--- src/rtl/alarm_level_encoder_pkg.sv ---
// Shared types and constants for the alarm level encoder: FSM states, level
// codes, packed-word field positions and the per-axis tilt quantizer.
package alarm_pkg;

  typedef enum logic [1:0] {
    ST_IDLE   = 2'd0,
    ST_QUANT  = 2'd1,
    ST_FILTER = 2'd2,
    ST_COMMIT = 2'd3
  } state_t;

  localparam logic [3:0] LVL_FLAT = 4'd0;
  localparam logic [3:0] LVL_LOW  = 4'd1;
  localparam logic [3:0] LVL_MID  = 4'd2;
  localparam logic [3:0] LVL_HIGH = 4'd3;
  localparam logic [3:0] LVL_SAT  = 4'd4;

  localparam logic [2:0] LIGHT_SILENT = 3'd6;

  localparam int X_LVL_MSB = 11;
  localparam int X_LVL_LSB = 8;
  localparam int Y_LVL_MSB = 3;
  localparam int Y_LVL_LSB = 0;

  // |v| is carried in 13 bits so that -2048 becomes +2048 rather than wrapping.
  function automatic logic [3:0] axis_level(input logic [11:0] v,
                                            input logic [12:0] t0,
                                            input logic [12:0] t1,
                                            input logic [12:0] t2,
                                            input logic [12:0] t3);
    logic [12:0] ext;
    logic [12:0] mag;
    ext = {v[11], v};
    mag = v[11] ? (~ext + 13'd1) : ext;
    if      (mag < t0) return LVL_FLAT;
    else if (mag < t1) return LVL_LOW;
    else if (mag < t2) return LVL_MID;
    else if (mag < t3) return LVL_HIGH;
    else               return LVL_SAT;
  endfunction

endpackage

--- src/rtl/alarm_level_encoder_if.sv ---
// Sample handshake from the sensor readout side plus the level code / mode
// select bundle consumed by the beeper.
interface alarm_level_encoder_if;

  logic        sample_valid;
  logic        sample_ready;
  logic        sample_sel;
  logic [11:0] x_raw;
  logic [11:0] y_raw;
  logic [15:0] light_raw;
  logic [15:0] data;
  logic        select;
  logic        data_valid;

  modport master (
    output sample_valid, sample_sel, x_raw, y_raw, light_raw,
    input  sample_ready, data, select, data_valid
  );

  modport slave (
    input  sample_valid, sample_sel, x_raw, y_raw, light_raw,
    output sample_ready, data, select, data_valid
  );

endinterface

--- src/rtl/alarm_level_encoder_rate_tick_gen.sv ---
// 50% square wave at TOGGLE_HZ toggle rate: the output flips every
// CLK_HZ/(2*TOGGLE_HZ) cycles (at least every cycle).
module rate_tick_gen #(
  parameter int CLK_HZ    = 50_000_000,
  parameter int TOGGLE_HZ = 1
) (
  input  logic clk,
  input  logic rst,
  output logic wave
);

  localparam int DIV_RAW = CLK_HZ / (2 * TOGGLE_HZ);
  localparam int DIV     = (DIV_RAW < 1) ? 1 : DIV_RAW;
  localparam int CW      = (DIV > 1) ? $clog2(DIV) : 1;
  localparam logic [CW-1:0] LAST = CW'(DIV - 1);

  logic [CW-1:0] cnt;

  // The counter reloads to zero on the same edge that flips the output, so the
  // first flip lands exactly DIV cycles after reset is released.
  always_ff @(posedge clk) begin
    if (rst) begin
      cnt  <= '0;
      wave <= 1'b0;
    end else if (cnt == LAST) begin
      cnt  <= '0;
      wave <= ~wave;
    end else begin
      cnt  <= cnt + 1'b1;
    end
  end

endmodule

--- src/rtl/alarm_level_encoder.sv ---
// Quantizes accelerometer / light samples into beeper level codes and makes the
// four beep-rate waves. Define ALARM_PERSIST_EN to enable the persistence filter.
module alarm_level_encoder
  import alarm_pkg::*;
#(
  parameter int CLK_HZ      = 50_000_000,
  parameter int FAST_HZ     = 8,
  parameter int MOD_HZ      = 4,
  parameter int SLOW_HZ     = 2,
  parameter int SLOWER_HZ   = 1,
  parameter int TILT_T0     = 64,
  parameter int TILT_T1     = 128,
  parameter int TILT_T2     = 256,
  parameter int TILT_T3     = 512,
  parameter int LIGHT_SHIFT = 10,
  parameter int PERSIST_N   = 4
) (
  input  logic                 clk,
  input  logic                 rst,
  alarm_level_encoder_if.slave bus,
  output logic                 slower_clk,
  output logic                 slow_clk,
  output logic                 moderate_clk,
  output logic                 fast_clk
);

  if (PERSIST_N < 1 || PERSIST_N > 15) begin : g_bad_persist
    $error("PERSIST_N must lie in 1..15");
  end

  rate_tick_gen #(.CLK_HZ(CLK_HZ), .TOGGLE_HZ(SLOWER_HZ)) u_slower (
    .clk(clk), .rst(rst), .wave(slower_clk));
  rate_tick_gen #(.CLK_HZ(CLK_HZ), .TOGGLE_HZ(SLOW_HZ)) u_slow (
    .clk(clk), .rst(rst), .wave(slow_clk));
  rate_tick_gen #(.CLK_HZ(CLK_HZ), .TOGGLE_HZ(MOD_HZ)) u_moderate (
    .clk(clk), .rst(rst), .wave(moderate_clk));
  rate_tick_gen #(.CLK_HZ(CLK_HZ), .TOGGLE_HZ(FAST_HZ)) u_fast (
    .clk(clk), .rst(rst), .wave(fast_clk));

  state_t      state;
  logic        ready_q;
  logic [15:0] data_q;
  logic        select_q;
  logic        data_valid_q;
  logic        sel_r;
  logic [11:0] x_r;
  logic [11:0] y_r;
  logic [15:0] light_r;
  logic [15:0] q_word;
  logic        commit_pend;

  logic [15:0] quant_word;
  logic [15:0] light_shifted;
  logic [2:0]  light_lvl;
  logic        mode_switch;
  logic        commit_now;

  assign bus.sample_ready = ready_q;
  assign bus.data         = data_q;
  assign bus.select       = select_q;
  assign bus.data_valid   = data_valid_q;

  assign light_shifted = light_r >> LIGHT_SHIFT;
  assign light_lvl     = (light_shifted > 16'(LIGHT_SILENT)) ? LIGHT_SILENT
                                                             : light_shifted[2:0];

  // NOTE: every always_comb output gets a default first so no path leaves it
  // unassigned; otherwise synthesis infers a latch to hold the old value.
  always_comb begin
    quant_word = '0;
    if (sel_r) begin
      quant_word[2:0] = light_lvl;
    end else begin
      quant_word[X_LVL_MSB:X_LVL_LSB] = axis_level(x_r, 13'(TILT_T0), 13'(TILT_T1),
                                                   13'(TILT_T2), 13'(TILT_T3));
      quant_word[Y_LVL_MSB:Y_LVL_LSB] = axis_level(y_r, 13'(TILT_T0), 13'(TILT_T1),
                                                   13'(TILT_T2), 13'(TILT_T3));
    end
  end

  assign mode_switch = (sel_r != select_q);

`ifdef ALARM_PERSIST_EN
  localparam logic [3:0] PERSIST_LIM = 4'(PERSIST_N);

  logic [15:0] cand;
  logic [3:0]  persist_cnt;
  logic [15:0] cand_next;
  logic [3:0]  cnt_next;

  // A mode change re-seeds the candidate so the new mode starts its own run.
  always_comb begin
    cand_next = cand;
    cnt_next  = persist_cnt;
    if (mode_switch || (q_word != cand)) begin
      cand_next = q_word;
      cnt_next  = 4'd1;
    end else if (persist_cnt != 4'd15) begin
      cnt_next = persist_cnt + 4'd1;
    end
    commit_now = mode_switch || ((cnt_next >= PERSIST_LIM) && (cand_next != data_q));
  end

  always_ff @(posedge clk) begin
    if (rst) begin
      cand        <= '0;
      persist_cnt <= '0;
    end else if (state == ST_FILTER) begin
      cand        <= cand_next;
      persist_cnt <= cnt_next;
    end
  end
`else
  assign commit_now = mode_switch || (q_word != data_q);
`endif

  // NOTE: sequential state uses non-blocking assignments only, so every
  // register here samples pre-edge values regardless of statement order.
  always_ff @(posedge clk) begin
    if (rst) begin
      state        <= ST_IDLE;
      ready_q      <= 1'b1;
      data_q       <= 16'(LIGHT_SILENT);
      select_q     <= 1'b1;
      data_valid_q <= 1'b0;
      sel_r        <= 1'b0;
      x_r          <= '0;
      y_r          <= '0;
      light_r      <= '0;
      q_word       <= '0;
      commit_pend  <= 1'b0;
    end else begin
      data_valid_q <= 1'b0;
      unique case (state)
        ST_IDLE: begin
          if (bus.sample_valid) begin
            sel_r   <= bus.sample_sel;
            x_r     <= bus.x_raw;
            y_r     <= bus.y_raw;
            light_r <= bus.light_raw;
            ready_q <= 1'b0;
            state   <= ST_QUANT;
          end
        end
        ST_QUANT: begin
          q_word <= quant_word;
          state  <= ST_FILTER;
        end
        ST_FILTER: begin
          commit_pend <= commit_now;
          state       <= ST_COMMIT;
        end
        ST_COMMIT: begin
          if (commit_pend) begin
            data_q       <= q_word;
            select_q     <= sel_r;
            data_valid_q <= 1'b1;
          end
          ready_q <= 1'b1;
          state   <= ST_IDLE;
        end
        default: begin
          ready_q <= 1'b1;
          state   <= ST_IDLE;
        end
      endcase
    end
  end

endmodule
--- src/flat_wrapper.sv ---
// flat-port wrapper written by rule: the top's interface ports become plain ports
module alarm_level_encoder_flat import alarm_pkg::*;
#(
  parameter int CLK_HZ      = 50_000_000,
  parameter int FAST_HZ     = 8,
  parameter int MOD_HZ      = 4,
  parameter int SLOW_HZ     = 2,
  parameter int SLOWER_HZ   = 1,
  parameter int TILT_T0     = 64,
  parameter int TILT_T1     = 128,
  parameter int TILT_T2     = 256,
  parameter int TILT_T3     = 512,
  parameter int LIGHT_SHIFT = 10,
  parameter int PERSIST_N   = 4
)
  (clk, rst, slower_clk, slow_clk, moderate_clk, fast_clk, bus_sample_valid, bus_sample_sel, bus_x_raw, bus_y_raw, bus_light_raw, bus_sample_ready, bus_data, bus_select, bus_data_valid);
  alarm_level_encoder_if bus_i ();
  input  logic clk;
  input  logic rst;
  output logic slower_clk;
  output logic slow_clk;
  output logic moderate_clk;
  output logic fast_clk;
  input wire logic [$bits(bus_i.sample_valid)-1:0] bus_sample_valid;
  input wire logic [$bits(bus_i.sample_sel)-1:0] bus_sample_sel;
  input wire logic [$bits(bus_i.x_raw)-1:0] bus_x_raw;
  input wire logic [$bits(bus_i.y_raw)-1:0] bus_y_raw;
  input wire logic [$bits(bus_i.light_raw)-1:0] bus_light_raw;
  output wire logic [$bits(bus_i.sample_ready)-1:0] bus_sample_ready;
  output wire logic [$bits(bus_i.data)-1:0] bus_data;
  output wire logic [$bits(bus_i.select)-1:0] bus_select;
  output wire logic [$bits(bus_i.data_valid)-1:0] bus_data_valid;
  assign bus_i.sample_valid = bus_sample_valid;
  assign bus_i.sample_sel = bus_sample_sel;
  assign bus_i.x_raw = bus_x_raw;
  assign bus_i.y_raw = bus_y_raw;
  assign bus_i.light_raw = bus_light_raw;
  assign bus_sample_ready = bus_i.sample_ready;
  assign bus_data = bus_i.data;
  assign bus_select = bus_i.select;
  assign bus_data_valid = bus_i.data_valid;
  alarm_level_encoder #(.CLK_HZ(CLK_HZ), .FAST_HZ(FAST_HZ), .MOD_HZ(MOD_HZ), .SLOW_HZ(SLOW_HZ), .SLOWER_HZ(SLOWER_HZ), .TILT_T0(TILT_T0), .TILT_T1(TILT_T1), .TILT_T2(TILT_T2), .TILT_T3(TILT_T3), .LIGHT_SHIFT(LIGHT_SHIFT), .PERSIST_N(PERSIST_N)) u_core (.clk(clk), .rst(rst), .bus(bus_i), .slower_clk(slower_clk), .slow_clk(slow_clk), .moderate_clk(moderate_clk), .fast_clk(fast_clk));
endmodule
--- config.mk ---
export PLATFORM = sky130hd
export DESIGN_NAME = alarm_level_encoder_flat
export DESIGN_NICKNAME = d
export VERILOG_FILES = /design/src/rtl/alarm_level_encoder_pkg.sv /design/src/rtl/alarm_level_encoder_if.sv /design/src/rtl/alarm_level_encoder_rate_tick_gen.sv /design/src/rtl/alarm_level_encoder.sv /design/src/flat_wrapper.sv
export SDC_FILE = /design/constraint.sdc
export NUM_CORES = 1
export LEC_CHECK = 0
export CORE_UTILIZATION = 52
export CTS_CLUSTER_SIZE = 20
export DETAILED_ROUTE_END_ITERATION = 16
export PLACE_DENSITY_LB_ADDON = 0.08
export SETUP_SLACK_MARGIN = 0.2
export SYNTH_ARGS = -nofsm -noshare
export SYNTH_HDL_FRONTEND = slang
export SYNTH_SLANG_ARGS = --single-unit
--- constraint.sdc ---
create_clock -name clk -period 2.9 [get_ports clk]
set_input_delay 0.29 -clock clk [delete_from_list [all_inputs] [get_ports clk]]
set_output_delay 0.29 -clock clk [all_outputs]
set_load 0.03 [all_outputs]
After elaboration in Yosys (flattened, before gate mapping)

Cells that the tools add are included.

Bits of input ports: 44
Bits in registers: 161
Logic and storage cells: 81
Output and inout port bits: 23

Add/sub/neg operators: 6
Bitwise gates (word level): 7
Equality and inequality tests: 10
Multiplexer cells: 19
Magnitude comparators: 9
Reduce and logical (&&, ||, !) cells: 11

Operator list:

| kind                                                                            | number |
|---|---|
| 4-bit 2-to-1 mux                                                                | 7 |
| 13-bit by 1-bit adder with 13-bit output, second input constant                 | 2 |
| 13-bit by 10-bit < comparator with 1-bit output, second input constant          | 2 |
| 13-bit by 7-bit < comparator with 1-bit output, second input constant           | 2 |
| 13-bit by 8-bit < comparator with 1-bit output, second input constant           | 2 |
| 13-bit by 9-bit < comparator with 1-bit output, second input constant           | 2 |
| 13-bit 2-to-1 mux                                                               | 2 |
| 13-bit inverter                                                                 | 2 |
| 25-bit by 1-bit adder with 25-bit output, second input constant                 | 1 |
| 25-bit == test, second input constant                                           | 1 |
| 24-bit by 1-bit adder with 24-bit output, second input constant                 | 1 |
| 24-bit == test, second input constant                                           | 1 |
| 23-bit by 1-bit adder with 23-bit output, second input constant                 | 1 |
| 23-bit == test, second input constant                                           | 1 |
| 22-bit by 1-bit adder with 22-bit output, second input constant                 | 1 |
| 22-bit == test, second input constant                                           | 1 |
| 3-bit 2-to-1 mux                                                                | 4 |
| 2-bit OR reduction                                                              | 5 |
| 8-bit != test                                                                   | 1 |
| 2-bit one-hot mux with 4 select lines                                           | 1 |
| 6-bit by 3-bit greater-than comparator with 1-bit output, second input constant | 1 |
| 2-bit AND reduction                                                             | 3 |
| 1-bit inverter                                                                  | 5 |
| 2-bit == test, second input constant                                            | 2 |
| 9 further kinds                                                                 | 11 |

Depth between registers and ports, before layout

Depth after elaboration: 9
Depth in mapped cells: 8
Depth with buffers taken out: 6

Hierarchy

From an unflattened synthesis, not the netlist that was laid out.

Cells, all modules: 794
Area, all modules: 6,725.2 um^2

By module, submodules not included:

| module                            | cells an instance | area each (um^2) | seq. area each (um^2) | instances |
|---|---|---|---|---|
| alarm_level_encoder               | 283               | 2,194.6          | 980.9                 | 1 |
| rate_tick_gen (u_core.u_slower)   | 137               | 1,219.9          | 520.5                 | 1 |
| rate_tick_gen (u_core.u_slow)     | 133               | 1,191.1          | 500.5                 | 1 |
| rate_tick_gen (u_core.u_moderate) | 124               | 1,089.8          | 480.5                 | 1 |
| rate_tick_gen (u_core.u_fast)     | 117               | 1,029.7          | 460.4                 | 1 |

Worst setup path before layout

Ideal clock, no wire load.

Path kind: register -> register
Start: register u_core.u_slower.cnt[15]
End: register u_core.u_slower.cnt[11]
Period minus slack after synthesis: 2.115 ns
Cell stages (with the launch flop): 8
Required time: 2.785 ns
Setup slack: 0.785 ns
Library setup time: 0.115 ns
Arrival: 2.001 ns
Buffers on the path: 2
Cell sequence: dfxtp_1 or4b_1 or4_1 nor4_2 or2_1 buf_6 buf_6 nor2_1

Cells in the longest elaborated chain, start to end: 2

Ends and longest elaborated chain:

| item                         | RTL line                                | source |
|---|---|---|
| from (decl)                  | alarm_level_encoder_rate_tick_gen.sv:17 | `logic [CW-1:0] cnt;` |
| from (signal assigned)       | alarm_level_encoder_rate_tick_gen.sv:29 | `cnt <= cnt + 1'b1;` |
| 25-bit == test               | alarm_level_encoder_rate_tick_gen.sv:25 | `end else if (cnt == LAST) begin` |
| 2-bit OR reduction (no line) | --                                      |  |

Every way passes these cells.
A chain may end at the register's enable or synchronous reset.

Worst setup path after layout

Start: register u_core.u_slower.cnt[15]
End: register u_core.u_slower.cnt[3]

Same word-level chain as after synthesis.

==> results.json <==
{
  "crit_required_ps": 3200,
  "drc": 0,
  "clk_latency_ps": 410,
  "path_class": "flop to flop",
  "overflow": 0,
  "worst_slack_ps": 683,
  "critPathLaunch": "u_core.u_slower.cnt[15]",
  "antenna_found_initial": 0,
  "ant_nets": 0,
  "sw_frac_of_total_pct": 24.4,
  "die_w_um": 113,
  "yosys_register_bits": 147,
  "die_area_mm2": 0.0127,
  "cp_max_fo": 15,
  "htreeDepth": 4,
  "fin_cells": 957,
  "io_pins": 67,
  "grt_max_degree": 33,
  "wl_per_cell_um": 12.7,
  "p_sw_mw": 1.36,
  "synthDistinctLibCells": 46,
  "core_mm2": 0.0120,
  "dp.cells": 925,
  "rsz0062_at_grt": "false",
  "cts_buffers": 17,
  "drive_above_1_share_pct": 5.56,
  "num_vias": 5071,
  "layout_common_cells": "147 x dfxtp_1, 130 x nor2_1, 106 x nand2_1",
  "synth-main-ff-cell": "dfxtp_1",
  "reg2reg_to": "u_core.u_slower.cnt[3]",
  "yosysWarnings": 0,
  "cts_root_buf": "clkbuf_16",
  "syn_inst": 756,
  "cts.clk_slew.worst_paths_ps": 60,
  "cts_resized": 0,
  "power_frac_comb_pct": 13.1,
  "seq_area_frac_synth_pct": 46.3,
  "fp.dieH_um": 113,
  "track_usage_pct": 20.6,
  "start_util_pct": 53.2,
  "routed_wl_mm": 12.2,
  "setup_viol": 0,
  "fin_crit_ps": 2220,
  "synth_edf_count": 0,
  "drt-initial-drc-count": 201,
  "antenna_cells": 0,
  "synthArstFlopShare_pct": 0,
  "crit_path_end_kind": "flop",
  "dpl.hpwl_mm": 8.31,
  "power_frac_clock_pct": 45.5,
  "reg2reg_slack_ps": 680,
  "syn2layout_area_growth_pct": 19.2,
  "nets": 849,
  "pwr_density_cell_mw_per_mm2": 736,
  "cts_sinks": 147,
  "rows": 40,
  "finalHoldViolations": 0,
  "power_frac_seq_pct": 41.4,
  "ctsHoldBuffers": 0,
  "start_kind": "flop",
  "netlist_area_mm2": 0.00636,
  "drv_slew": 0,
  "ir_drop_mv": 0.635,
  "setup_tns_ps": 0,
  "cts.path.max_buffers": 2,
  "postCtsSetupRepairBufs": 0,
  "synth_area_per_cell_um2": 8.42,
  "reg2reg_depth": 6,
  "cp_data_arrival_time_ps": 2520,
  "status": "complete, no violations",
  "worstSetupEndpoint": "u_core.u_slower.cnt[3]",
  "min-delay-path-class": "input pin to flop",
  "vias_per_cell": 5.30,
  "drt-pass1-iter-count": 4,
  "p_leak_nw": 2.75,
  "pre_cts_slack_ps": 668,
  "p_int_mw": 4.22,
  "fin_area_mm2": 0.00758,
  "postPlaceCellArea_mm2": 0.00688,
  "slew_headroom_pct": 54.3,
  "skew_ps": 6.62,
  "cap_violations": 0,
  "worst_pin_slew_ps": 680,
  "cts_tree": "yes",
  "post-route-period-util_pct": 76.4,
  "final_common_cell": "dfxtp_1",
  "gp_congestion": 0.807,
  "r2r-start": "u_core.u_slower.cnt[15]",
  "grt_pass1_wl_mm": 21.1,
  "port_buffers": 46,
  "first_global_vias": 4822,
  "clock.fmax_ghz": 0.451
}
-- worst max-delay path: stages (launching register included) --
cell     delay (ps)
dfxtp_1         330
or4b_1          510
or4_1           490
nor4_2          330
or2_1           170
buf_4           200
nor2_1           70
-- power groups by stage --
stage / Combinational, mW / Clock (mW) / Sequential (mW)
2_1_floorplan: 0.579 / 0 / 2.31
3_3_place_gp: 0.712 / 0 / 2.35
3_5_place_dp: 0.739 / 0 / 2.35
4_1_cts: 0.746 / 2.59 / 2.31
5_1_grt: 0.837 / 2.68 / 2.34
6_report: 0.732 / 2.54 / 2.31
-- stage by stage --
stage / total power [mW] / util, % / hold WS (ps)
global placement: 3.06 / 57.5 / 427
floorplan: 2.89 / - / 411
CTS: 5.65 / 63.4 / 372
global route: 5.86 / 63.4 / 399
detailed placement: 3.09 / 57.5 / 431
finish: 5.58 / 63.4 / 373
-- layout make-up --
cell class / instances / area (µm²)
well taps: 147 / 184
clock buffers: 24 / 512
clock inverters: 8 / 193
inverters: 11 / 41.3
fillers: 1031 / 4380
repair buffers: 53 / 508
flip-flops and latches: 147 / 2940
multi-input cells: 567 / 3200
-- cell families (layout without fill, tap and decap cells) --
kind of cell,Yosys count,in the layout,share of synthesized area [%]
DFF,147,147,46.3
AOI/OAI and AO/OA,63,63,5.78
other,1,10,0.0589
buffers and inverters,51,96,3.95
adders and majority gates,8,8,1.57
xor gates and xnor gates,98,98,13.5
muxes,2,2,0.315
and+or+nand+nor,386,386,28.6
-- cell usage after synthesis, types with 5 or more instances --
master    instances  area (µm²)
nor3_1           15        75.1
nor4_1            9        56.3
xnor2_1          42         368
xor2_1           56         490
or2_2             5        31.3
buf_1             5        18.8
nand3_1          38         190
o21ai_0           5        25.0
nand3b_1          5        37.5
and4_1            9        78.8
inv_1            11        41.3
nand4_1          34         213
nand2_1         106         398
nor2_1          130         488
a21oi_1          42         210
and3_1           14        87.6
clkbuf_1         22        82.6
buf_4            10        75.1
ha_1              8         100
dfxtp_1         147        2940
-- routing by layer --
metal	routed length [µm]	share of wire, %	up-vias	global-route usage [%]
met1	5710	47	2365	25.1
li1	-	-	2616	-
met4	131	1.1	0	6.49
met2	5900	48	78	35.0
met5	0	0	-	0
met3	447	3.7	12	5.94
-- sequential cells by signal, summed over array words and instances (netlist names) --
| name | count |
|---|---|
| u_core.u_slow.cnt | 24 |
| u_core.commit_pend | 1 |
| u_core.state | 2 |
| u_core.bus.select | 1 |
| u_core.q_word | 6 |
| u_core.bus.sample_ready | 1 |
| u_core.u_moderate.wave | 1 |
| u_core.sel_r | 1 |
| u_core.u_slow.wave | 1 |
| u_core.u_fast.cnt | 22 |
| u_core.u_fast.wave | 1 |
| u_core.y_r | 12 |
| u_core.u_slower.cnt | 25 |
| u_core.bus.data | 6 |
| u_core.bus.data_valid | 1 |
| u_core.u_slower.wave | 1 |
| u_core.x_r | 12 |
| u_core.u_moderate.cnt | 23 |
| u_core.light_r | 6 |
-- worst min-delay path by stage --
| stage | end | slack, ps | from | cells after the start |
|---|---|---|---|---|
| 2_1_floorplan | u_core.u_slower.cnt[0] | 410 | u_core.u_slower.cnt[0] | 1 |
| 3_3_place_gp | u_core.u_slower.cnt[0] | 430 | u_core.u_slower.cnt[0] | 1 |
| 3_5_place_dp | u_core.u_slower.cnt[0] | 430 | u_core.u_slower.cnt[0] | 1 |
| 4_1_cts | u_core.u_slower.wave | 370 | rst | 2 |
| 5_1_grt | u_core.u_moderate.wave | 400 | rst | 2 |
| 6_report | u_core.u_slower.wave | 370 | rst | 2 |
(Power assumes the default switching activity.)
